$ cat src/rtl/int_fp_acc.sv
// Group accumulator behind int_fp_mul: sums a product stream in saturating
// int16 or truncating FP16 and emits one registered result per group.
module int_fp_acc (
    input  logic        clk,
    input  logic        reset,
    input  logic        in_valid,
    input  logic [15:0] in_data,
    input  logic        in_underflow,
    input  logic        in_overflow,
    input  logic        mode,
    input  logic        acc_last,
    input  logic        acc_clear,
    output logic        out_valid,
    output logic [15:0] out_data,
    output logic        out_underflow,
    output logic        out_overflow,
    output logic [7:0]  out_count
);

    typedef enum logic {IDLE = 1'b0, ACCUM = 1'b1} state_t;

    state_t      state_reg;
    logic [15:0] acc_reg;
    logic [7:0]  cnt_reg;
    logic        unf_reg;
    logic        ovf_reg;
    logic        grp_mode_reg;

    logic [16:0] int_sum;
    logic [17:0] fp_res;
    logic [15:0] sum_next;
    logic        add_unf;
    logic        add_ovf;
    logic [7:0]  cnt_next;
    logic        unf_next;
    logic        ovf_next;

    // Returns {overflow, underflow, result}. Operands are aligned into a field
    // wide enough for the largest exponent gap, so truncation acts on the exact sum.
    function automatic logic [17:0] fp_add(input logic [15:0] a, input logic [15:0] b);
        logic        a_nan, b_nan, a_inf, b_inf;
        logic        sa, sb, st;
        logic [4:0]  ea, eb, et;
        logic [10:0] ma, mb, mt;
        logic [4:0]  diff;
        logic [40:0] ext_a, ext_b;
        logic [41:0] s;
        int          p;
        int          e;
        logic [17:0] r;
        a_nan = (a[14:10] == 5'h1F) && (a[9:0] != 10'd0);
        b_nan = (b[14:10] == 5'h1F) && (b[9:0] != 10'd0);
        a_inf = (a[14:10] == 5'h1F) && (a[9:0] == 10'd0);
        b_inf = (b[14:10] == 5'h1F) && (b[9:0] == 10'd0);
        sa = a[15];
        sb = b[15];
        ea = a[14:10];
        eb = b[14:10];
        ma = (ea == 5'd0) ? 11'd0 : {1'b1, a[9:0]};
        mb = (eb == 5'd0) ? 11'd0 : {1'b1, b[9:0]};
        if ({eb, mb} > {ea, ma}) begin
            st = sa; et = ea; mt = ma;
            sa = sb; ea = eb; ma = mb;
            sb = st; eb = et; mb = mt;
        end
        diff  = ea - eb;
        ext_a = {ma, 30'd0};
        ext_b = {mb, 30'd0} >> diff;
        if (sa == sb)
            s = {1'b0, ext_a} + {1'b0, ext_b};
        else
            s = {1'b0, ext_a} - {1'b0, ext_b};
        p = 0;
        for (int i = 0; i < 42; i++) begin
            if (s[i])
                p = i;
        end
        e = int'(ea) + p - 40;
        r = 18'd0;
        if (a_nan || b_nan || (a_inf && b_inf && (a[15] != b[15])))
            r = {2'b00, 16'h7E00};
        else if (a_inf)
            r = {2'b00, a};
        else if (b_inf)
            r = {2'b00, b};
        else if (s == 42'd0)
            r = 18'd0;
        else if (e >= 31)
            r = {2'b10, sa, 5'h1F, 10'd0};
        else if (e <= 0)
            r = {2'b01, sa, 15'd0};
        else
            r = {2'b00, sa, e[4:0], 10'(s >> (p - 10))};
        return r;
    endfunction

    assign int_sum = {acc_reg[15], acc_reg} + {in_data[15], in_data};
    assign fp_res  = fp_add(acc_reg, in_data);

    always_comb begin
        sum_next = int_sum[15:0];
        add_unf  = 1'b0;
        add_ovf  = 1'b0;
        if (grp_mode_reg) begin
            sum_next = fp_res[15:0];
            add_ovf  = fp_res[17];
            add_unf  = fp_res[16];
        end else if (int_sum[16:15] == 2'b01) begin
            sum_next = 16'h7FFF;
            add_ovf  = 1'b1;
        end else if (int_sum[16:15] == 2'b10) begin
            sum_next = 16'h8000;
            add_unf  = 1'b1;
        end
        cnt_next = (cnt_reg == 8'hFF) ? cnt_reg : cnt_reg + 8'd1;
        unf_next = unf_reg | in_underflow | add_unf;
        ovf_next = ovf_reg | in_overflow | add_ovf;
    end

    always_ff @(posedge clk) begin
        if (reset) begin
            state_reg     <= IDLE;
            acc_reg       <= 16'd0;
            cnt_reg       <= 8'd0;
            unf_reg       <= 1'b0;
            ovf_reg       <= 1'b0;
            grp_mode_reg  <= 1'b0;
            out_valid     <= 1'b0;
            out_data      <= 16'd0;
            out_underflow <= 1'b0;
            out_overflow  <= 1'b0;
            out_count     <= 8'd0;
        end else begin
            out_valid <= 1'b0;
            if (acc_clear) begin
                // Clear outranks any beat in the same cycle, including a last beat.
                state_reg    <= IDLE;
                acc_reg      <= 16'd0;
                cnt_reg      <= 8'd0;
                unf_reg      <= 1'b0;
                ovf_reg      <= 1'b0;
                grp_mode_reg <= 1'b0;
            end else if (in_valid) begin
                case (state_reg)
                    IDLE: begin
                        if (acc_last) begin
                            out_valid     <= 1'b1;
                            out_data      <= in_data;
                            out_count     <= 8'd1;
                            out_underflow <= in_underflow;
                            out_overflow  <= in_overflow;
                        end else begin
                            state_reg    <= ACCUM;
                            grp_mode_reg <= mode;
                            acc_reg      <= in_data;
                            cnt_reg      <= 8'd1;
                            unf_reg      <= in_underflow;
                            ovf_reg      <= in_overflow;
                        end
                    end
                    ACCUM: begin
                        if (acc_last) begin
                            state_reg     <= IDLE;
                            out_valid     <= 1'b1;
                            out_data      <= sum_next;
                            out_count     <= cnt_next;
                            out_underflow <= unf_next;
                            out_overflow  <= ovf_next;
                            acc_reg       <= 16'd0;
                            cnt_reg       <= 8'd0;
                            unf_reg       <= 1'b0;
                            ovf_reg       <= 1'b0;
                        end else begin
                            acc_reg <= sum_next;
                            cnt_reg <= cnt_next;
                            unf_reg <= unf_next;
                            ovf_reg <= ovf_next;
                        end
                    end
                    default: state_reg <= IDLE;
                endcase
            end
        end
    end

endmodule

$ cat config.mk
export PLATFORM = sky130hd
export DESIGN_NAME = int_fp_acc
export DESIGN_NICKNAME = d
export VERILOG_FILES = /design/src/rtl/int_fp_acc.sv
export SDC_FILE = /design/constraint.sdc
export NUM_CORES = 1
export LEC_CHECK = 0
export CAP_MARGIN = 10
export CORE_UTILIZATION = 40
export DETAILED_ROUTE_END_ITERATION = 16
export PLACE_DENSITY = 0.59
export SYNTH_ARGS = -nofsm -noshare
export SYNTH_HDL_FRONTEND = slang
export SYNTH_SLANG_ARGS = --single-unit
export TNS_END_PERCENT = 100
$ cat constraint.sdc
create_clock -name clk -period 15.38 [get_ports clk]
set_input_delay 2.307 -clock clk [delete_from_list [all_inputs] [get_ports clk]]
set_output_delay 2.307 -clock clk [all_outputs]
set_load 0.005 [all_outputs]
---- After elaboration in Yosys (flattened, before gate mapping) ----
Index checks and enable logic that the tools add are counted.
word-level totals
  register bits ........................... 55
  input bits .............................. 24
  output and inout port bits .............. 27
  word-level logic and storage cells ...... 153
operators by class
  add/sub/neg operators ................... 8
  $lt $le $gt $ge ......................... 3
  equality and inequality tests ........... 10
  shift operators ......................... 2
  mux-type cells .......................... 91
  bitwise gates (word level) .............. 8
  reduce and logical (&&, ||, !) cells .... 20
operators by type and width
  cell                   count
  $mux 32                40
  $mux 16                7
  $mux 18                5
  $pmux 16 s2            2
  $mux 11                4
  $add 41x41->42         1
  $logic_not 42->1       1
  $mux 42                1
  $shr 42x32->10         1
  $sub 41x41->42         1
  $shr 41x5->41          1
  $mux 8                 5
  $add 6x32->32          1
  $ge 32x6->1 const B    1
  $le 32x1->1 const B    1
  $pmux 8 s2             2
  $sub 32x5->32 const B  1
  $sub 32x7->32 const B  1
  $logic_not 10->1       2
  $reduce_bool 10->1     2
  $mux 1                 18
  $add 16x16->17         1
  $mux 17                1
  $gt 16x16->1           1
  other kinds (21)       41

---- Depth between registers and ports, before layout ----
Gate-level depths: netlist (run 1).
  depth after elaboration ................. 62
  mapped depth ............................ 64
  mapped depth without buffers ............ 57

---- Worst setup path after synthesis (run 1) ----
No wires, ideal clock.
  path type ............................... input to register
  start point ............................. input port in_data[10]
  end point ............................... register out_data[1]
  setup time .............................. 0.086 ns
  arrival ................................. 15.156 ns
  data required time ...................... 15.294 ns
  path slack .............................. 0.139 ns
  stages on the path ...................... 59
  path buffers ............................ 7
  cells stage by stage .................... or4_4 -> nor2_1 -> inv_1 -> clkbuf_1 -> nand2_1 -> inv_1 -> ha_1 -> nand4_1 -> or2_1 -> buf_2 -> or3_4 -> o211a_2 -> nor2_2 -> buf_2 -> clkbuf_1 -> mux2i_1 -> ha_1 -> nand4b_1 -> [... 23 more ...] -> buf_2 -> buf_4 -> buf_2 -> ha_1 -> ha_1 -> fa_1 -> a21oi_1 -> o21bai_1 -> fa_1 -> or4b_2 -> a31oi_1 -> nand2_1 -> a211oi_4 -> a21boi_2 -> o211a_1 -> o211ai_1 -> a311o_1 -> a211oi_1
between the ends
  word-level cells in the longest chain between the ends .. 61
  elaborated cells between the ends (all ways) .. 84
  those cells by class .................... add/sub: 7; order compare: 3; eq/ne: 4; shift: 2; mux: 60; reduce/logical: 8
ends and longest elaborated chain
  what                                                     line    text
  from (decl)                                              7       input logic [15:0] in_data,
  $logic_not 5->1                                          60      mb = (eb == 5'd0) ? 11'd0 : {1'b1, b[9:0]};
  $mux 11                                                  60
  $gt 16x16->1                                             61      if ({eb, mb} > {ea, ma}) begin
  $mux 5                                                   61
  $sub 5x5->5                                              66      diff = ea - eb;
  $shr 41x5->41                                            68      ext_b = {mb, 30'd0} >> diff;
  $sub 41x41->42 / $add 41x41->42 (equally long branches)  72, 70
  $mux 42                                                  69      if (sa == sb)
  [... 45 more ...]                                        --
  $mux 18                                                  88      else if (e >= 31)
  $mux 18                                                  86      else if (s == 42'd0)
  $mux 18                                                  84      else if (b_inf)
  $mux 18                                                  82      else if (a_inf)
  $mux 18                                                  80      if (a_nan || b_nan || (a_inf && b_inf && (a[15] != b[15])))
  $mux 16 (*)                                              104     if (grp_mode_reg) begin
  $mux 16 (*)                                              162     if (acc_last) begin
  $pmux 16 s2 (*)                                          144     case (state_reg)
  to (signal assigned)                                     148     out_data <= in_data;
  to (signal assigned)                                     165     out_data <= sum_next;
  to (decl)                                                14      output logic [15:0] out_data,
Mark *: on every way between the ends. The rest lies on a longest branch, timed or not. The select of a mux whose other input is x is not followed.
A chain may end at the register's enable or synchronous reset.

---- Final worst setup path (run 1) ----
  start point ............................. input port in_data[13]
  end point ............................... register out_data[5]
The elaborated chain is that of the path after synthesis.

==> results.toml, run 1 <==
[clocking]
cts.sinks = 55
cts_root_buf = "clkbuf_16"
clock_path_buffers = 2
cts_tree = "yes"
ctsHtreeMaxLevel = 2
numCtsBuffers = 5
path_clk_slew_ns = 0.08
hold_buffers = 0
insertion_delay_ns = 0.30

[worst_hold_path]
hold_path_class = "reg -> reg"

[grt]
grt_pass1_wl_um = 74730
grt_pass1_vias = 12380
grt_antenna_before_repair = 0
overflow = 0
grtUsageTotal_pct = 31.62
grt_max_degree = 55

[detailed_routing]
wl_per_cell_um = 24.26
vias_per_cell = 6.566
final_antenna_net_count = 0
vias = 13370
wl_um = 49420
drc = 0
drt_iter0_drc = 1737
firstDrtPassIters = 8

[critical_path]
timing.rr.start = "acc_reg[11]$_SDFFE_PP0P_"
crit_fanout = 12
rr_endpoint = "out_data[5]$_SDFFE_PP0P_"
path_depth = 55
cp.arrival_ns = 14.96
cp-startpoint = "in_data[13]"
critPathMaxStageDelay_ns = 0.74
endpoint_kind = "register"
critPathKind = "in -> reg"
cp_slowest_cell = "or4b_2"
r2r_cells = 53
rrSetupSlack_ns = 2.65
crit_family = "simple AND/OR/NAND/NOR gates"
required_ns = 15.58
crit_end = "out_data[5]$_SDFFE_PP0P_"
crit_buf_inv = 6
worstSetupStartpointType = "input port"

[die]
ios = 51
initial_utilization_pct = 40.83
die_h_um = 173.6
die_w_um = 173.6
die_area_um2 = 30150
row_count = 62
core_area_um2 = 28860

[yosys]
synth_seq_cells = 55
ys_seq_area_share_pct = 9.345
synth_edf_count = 0
netlist_area_um2 = 11780
async_flop_share_pct = 0
synthCells = 1627
synth.area.top_cells = "dfxtp_1 (9.3%), ha_1 (7.2%), mux4_2 (5.4%)"
yosysTopAreaCell = "dfxtp_1"
yosysWarnings = 0
synth_nets = 1723
synth_ff_type = "dfxtp_1"
post_synth.cell_area_avg_um2 = 7.242
synth_top_area_share_pct = 9.345
ys_types = 116

[layout]
drive_gt1_share_pct = 14.16
antenna_cells = 0
postLayoutCoreUtil_pct = 45.58
final_nets = 1748
syn_to_final_growth_pct = 11.64
final_area_um2 = 13150

[pwr]
p_total_uw = 1774
p_leak_uw = 0.005027
vdd_ir_drop_max_mv = 0.08500
power_density_nw_per_um2 = 134.8

[sta]
post-route-period-util_pct = 95.95
tightestPinTransition_ns = 1.062
hold_violations = 0
max_freq_mhz = 67.76
clock_skew_ns = 0.008033
finalMaxSlewViolations = 0
min_period_ns = 14.76
setup_viol = 0
slew_headroom_pct = 28.42

[placed_design]
gp_congestion = 0.9539
io_buffers = 50
placed_cell_area_um2 = 12810
post-dp-hpwl_um = 38930

[flow_run]
drv_cap = 0

[status]
outcome = "complete, no violations"
## cells in the final DEF, fill, tap and decap left out, drive strengths merged, types with 28 or more instances in the layout
cell and instances:
o21ai 122, a21oi 121, nor2 171, mux4 28
dfxtp 55, buf 77, nor3 38, xnor2 39
o211ai 28, a211oi 35, ha 68, nand2 147
inv 70, nand3 47, mux2i 55, clkdlybuf4s50 50
## layer usage
metal  track usage [%]  share of wire, %  vias up
li1                  -                 -     6255
met1             43.51                44     6412
met2             50.84                46      621
met3             3.487               7.1       86
met4             11.48               3.8        0
met5                 0                 0        -
## cell type report
type                    instances  area [um2]
multi-input cells            1393       10050
clock buffers                   6       128.9
clock inverters                 2       38.79
inverters                      70       267.8
flip-flops and latches         55        1101
well taps                     384       480.5
repair buffers                127        1082
fillers                      3022       15700
## Yosys cell counts (8+ instances only)
cell type and count:
or3_1 16, nand3_1 46, a31oi_1 22, xnor2_1 36, o21ai_0 113, dfxtp_1 55
a21oi_1 118, o31ai_1 15, nand4_1 15, a22oi_1 15, o22a_1 8, inv_1 67
o21a_1 19, o21bai_1 21, clkbuf_1 72, and2_1 17, a2111oi_0 10, o211ai_1 28
buf_2 18, buf_1 8, or4_1 8, o2111ai_1 11, nand2_1 145, nor2b_1 14
ha_1 68, or2_2 14, nand2b_1 15, mux2_2 18, mux2i_1 55, xor2_1 16
and3_1 13, nor2_1 168, mux4_2 28, nor4_1 17, a311oi_1 10, a211oi_1 33
a21o_1 22, nor3_1 34, o22ai_1 10, a31o_2 11
## worst register-to-register path, delay by kind of cell (launching register included)
family / cells / cell delay [ns]
fa+ha+maj: 8 / 2.45
compound gates: 20 / 4.01
mux: 2 / 0.84
simple gates: 18 / 4.02
buf+inv: 4 / 0.62
xor+xnor: 1 / 0.17
flops: 1 / 0.50
## through the flow
stage          hold slack, ns  cells   TNS, ns  worst slack (ns)
2_1_floorplan          0.4483   1627         0            0.1386
3_3_place_gp           0.4415   2021         0           0.05736
3_5_place_dp           0.4482   2021    -2.197           -0.3217
4_1_cts                0.4584   2029         0           0.09075
5_1_grt                0.4730   2037  -0.03469          -0.03469
6_report               0.4552   2037         0            0.6223
## worst min path at each step
| stage | start | end | cells after the start |
|---|---|---|---|
| after CTS | out_count[7]$_SDFFE_PP0P_ | out_count[7]$_SDFFE_PP0P_ | 2 |
| final | out_count[7]$_SDFFE_PP0P_ | out_count[7]$_SDFFE_PP0P_ | 2 |
| after floorplan | out_count[3]$_SDFFE_PP0P_ | out_count[3]$_SDFFE_PP0P_ | 2 |
| after global placement | out_count[3]$_SDFFE_PP0P_ | out_count[3]$_SDFFE_PP0P_ | 2 |
| after detailed placement | out_count[7]$_SDFFE_PP0P_ | out_count[7]$_SDFFE_PP0P_ | 2 |
| after global routing | out_count[7]$_SDFFE_PP0P_ | out_count[7]$_SDFFE_PP0P_ | 2 |
## logic make-up after synthesis
| logic type | synth area share, % |
|---|---|
| AOI/OAI and AO/OA | 35.58 |
| xor gates and xnor gates | 4.418 |
| adders and majority gates | 8.071 |
| buffers and inverters | 6.424 |
| DFF | 9.345 |
| muxes | 11.84 |
| and+or+nand+nor | 24.32 |
## power by group
part           leakage [uW]  switching [uW]  internal (uW)
registers          0.000447            5.60            147
clock network     0.0000815            55.0           77.7
logic               0.00450             915            573
total               0.00503             976            798
## what timing repair did
action                     CTS  global route
pin swaps                    0             8
resized for setup            1            32
setup endpoints to repair    2            33
setup buffers                0             8
hold endpoints to repair     0             0
Power figures use the tool's default switching activity.
==> run 2, diff against run 1 <==
--- a/config.mk
+++ b/config.mk
@@ -9,6 +9,7 @@
 export CORE_UTILIZATION = 40
 export DETAILED_ROUTE_END_ITERATION = 16
 export PLACE_DENSITY = 0.59
+export SETUP_SLACK_MARGIN = 0.05
 export SYNTH_ARGS = -nofsm -noshare
 export SYNTH_HDL_FRONTEND = slang
 export SYNTH_SLANG_ARGS = --single-unit
==> run 2 against run 1 <==
Effect of this change:
- die area is the same
- sequential cell count stayed put
- critical path depth did not move
- via count up 0.19%
- sequential share of layout area about the same
- largest cell class unchanged
- power about the same
- cell count did not move
- clock skew is essentially flat
- global-route usage unchanged
==> results.toml, run 2 (same netlist as run 1, synthesis figures left out) <==
[worst_hold_path]
hold_path_class = "reg -> reg"
holdCritStartpoint = "out_count[7]$_SDFFE_PP0P_"
min_to = "out_count[7]$_SDFFE_PP0P_"
hold_depth = 2

[grt]
grt_max_degree = 55
overflow = 0
grt_pass1_vias = 12380
grtUsageTotal_pct = 31.62
grt_antenna_before_repair = 0
grt_pass1_wl_um = 74730

[pwr]
vdd_ir_drop_max_mv = 0.08537
pwr-share-clk_pct = 7.5
power_frac_comb_pct = 83.9
p_sw_share_pct = 55.05
p_leak_uw = 0.005027
internal-power_uw = 797.9
p_total_uw = 1775
power_density_nw_per_um2 = 134.9
power_switching_uw = 977.2
pwr-share-seq_pct = 8.6

[clocking]
cts_tree = "yes"
hold_buffers = 0
cts.sinks = 55
cts_root_buf = "clkbuf_16"
numCtsBuffers = 5
clock_path_buffers = 2
ctsHtreeMaxLevel = 2
path_clk_slew_ns = 0.08
insertion_delay_ns = 0.30

[critical_path]
required_ns = 15.58
cp.arrival_ns = 14.93
rr_endpoint = "out_data[5]$_SDFFE_PP0P_"
timing.rr.start = "acc_reg[11]$_SDFFE_PP0P_"
endpoint_kind = "register"
r2r_cells = 53
critPathKind = "in -> reg"
critPathMaxStageDelay_ns = 0.73
cp_slowest_cell = "or4b_2"
worstSetupStartpointType = "input port"
rrSetupSlack_ns = 2.70
crit_fanout = 12

[placed_design]
placed_cells = 2021
gp_congestion = 0.9539
post-dp-hpwl_um = 38930
io_buffers = 50

[layout]
nFillCells = 3026
drive_gt1_share_pct = 14.16
postLayoutCoreUtil_pct = 45.59
instances_no_fill = 2037
mostFrequentLayoutCells = "nor2_1 (164), nand2_1 (144), a21oi_1 (115)"
syn_to_final_growth_pct = 11.67
final_nets = 1748
layout_commonest_cell = "nor2_1"
antenna_cells = 0

[sta]
slew_headroom_pct = 28.73
max_freq_mhz = 67.89
tightestPinTransition_ns = 1.058
clock_skew_ns = 0.007653
setup_viol = 0
hold_violations = 0
post-route-period-util_pct = 95.77
finalMaxSlewViolations = 0
min_period_ns = 14.73

[detailed_routing]
wl_per_cell_um = 24.28
wl_um = 49450
final_antenna_net_count = 0
vias = 13400
drc = 0
vias_per_cell = 6.578
firstDrtPassIters = 7
drt_iter0_drc = 1691

[die]
die_area_um2 = 30150
initial_utilization_pct = 40.83
row_count = 62
core_area_um2 = 28860
die_w_um = 173.6
ios = 51
die_h_um = 173.6

[flow_run]
drv_cap = 0

[status]
outcome = "complete, no violations"
## run 2: cell counts in the layout (fill, tap and decap cells not counted)
No cell type changed its count.
## run 2: worst max-delay path: cells and delay by family
kind | cells | cell delay [ns]
AO/OA/AOI/OAI | 19 | 3.88
XOR/XNOR | 1 | 0.16
adder cells (fa/ha/maj) | 8 | 2.45
buffers and inverters | 6 | 1.04
multiplexers | 2 | 0.83
AND/OR/NAND/NOR | 19 | 4.22
## run 2: worst max-delay path by stage
stage | end | slack (ns) | depth (start not counted) | startpoint
after global placement | out_data[1]$_SDFFE_PP0P_ | 0.06 | 58 | in_data[13]
final | out_data[5]$_SDFFE_PP0P_ | 0.65 | 55 | in_data[13]
after floorplan | out_data[1]$_SDFFE_PP0P_ | 0.14 | 59 | in_data[10]
after CTS | acc_reg[1]$_SDFFE_PP0P_ | 0.09 | 58 | in_data[13]
after detailed placement | acc_reg[1]$_SDFFE_PP0P_ | -0.32 | 58 | in_data[13]
after global routing | out_data[1]$_SDFFE_PP0P_ | -0.006 | 56 | in_data[13]
## run 2: per-layer routing
metal  routed length, um  GRT usage (%)  vias to the layer above
met1               21690          43.51                     6446
met3                3276          3.487                       86
li1                    -              -                     6256
met2               22620          50.84                      612
met5                   0              0                        -
met4                1872          11.48                        0
## run 2: per-stage QoR
step / setup WS [ns] / area [um2] / hold WS [ns] / setup TNS [ns]
floorplan: 0.1386 / 11780 / 0.4483 / 0
global placement: 0.05736 / 12810 / 0.4415 / 0
detailed placement: -0.3217 / 12810 / 0.4482 / -2.197
CTS: 0.09075 / 12980 / 0.4584 / 0
global route: -0.006448 / 13160 / 0.4730 / -0.006448
finish: 0.6511 / 13160 / 0.4548 / 0
## run 2: timing repair
item / 4_1_cts / 5_1_grt
setup endpoints to repair: 3 / 33
setup buffers: 0 / 8
endpoints found under the hold margin: 0 / 0
pin swaps: 0 / 8
gates resized for setup: 1 / 33
## run 2: final cells by class
type,instances,area [um2],share of cell area [%]
flip-flops and latches,55,1101,8.368
well taps,384,480.5,3.652
clock inverters,2,38.79,0.2948
repair buffers,127,1086,8.254
clock buffers,6,128.9,0.9795
multi-input cells,1393,10050,76.42
inverters,70,267.8,2.035
## run 2: power groups by stage
stage	Combinational (uW)	Clock, uW	Sequential, uW
floorplan	1040	0	153
detailed placement	1420	0	156
global placement	1440	0	156
finish	1490	133	153
CTS	1430	135	152
global route	1590	140	153
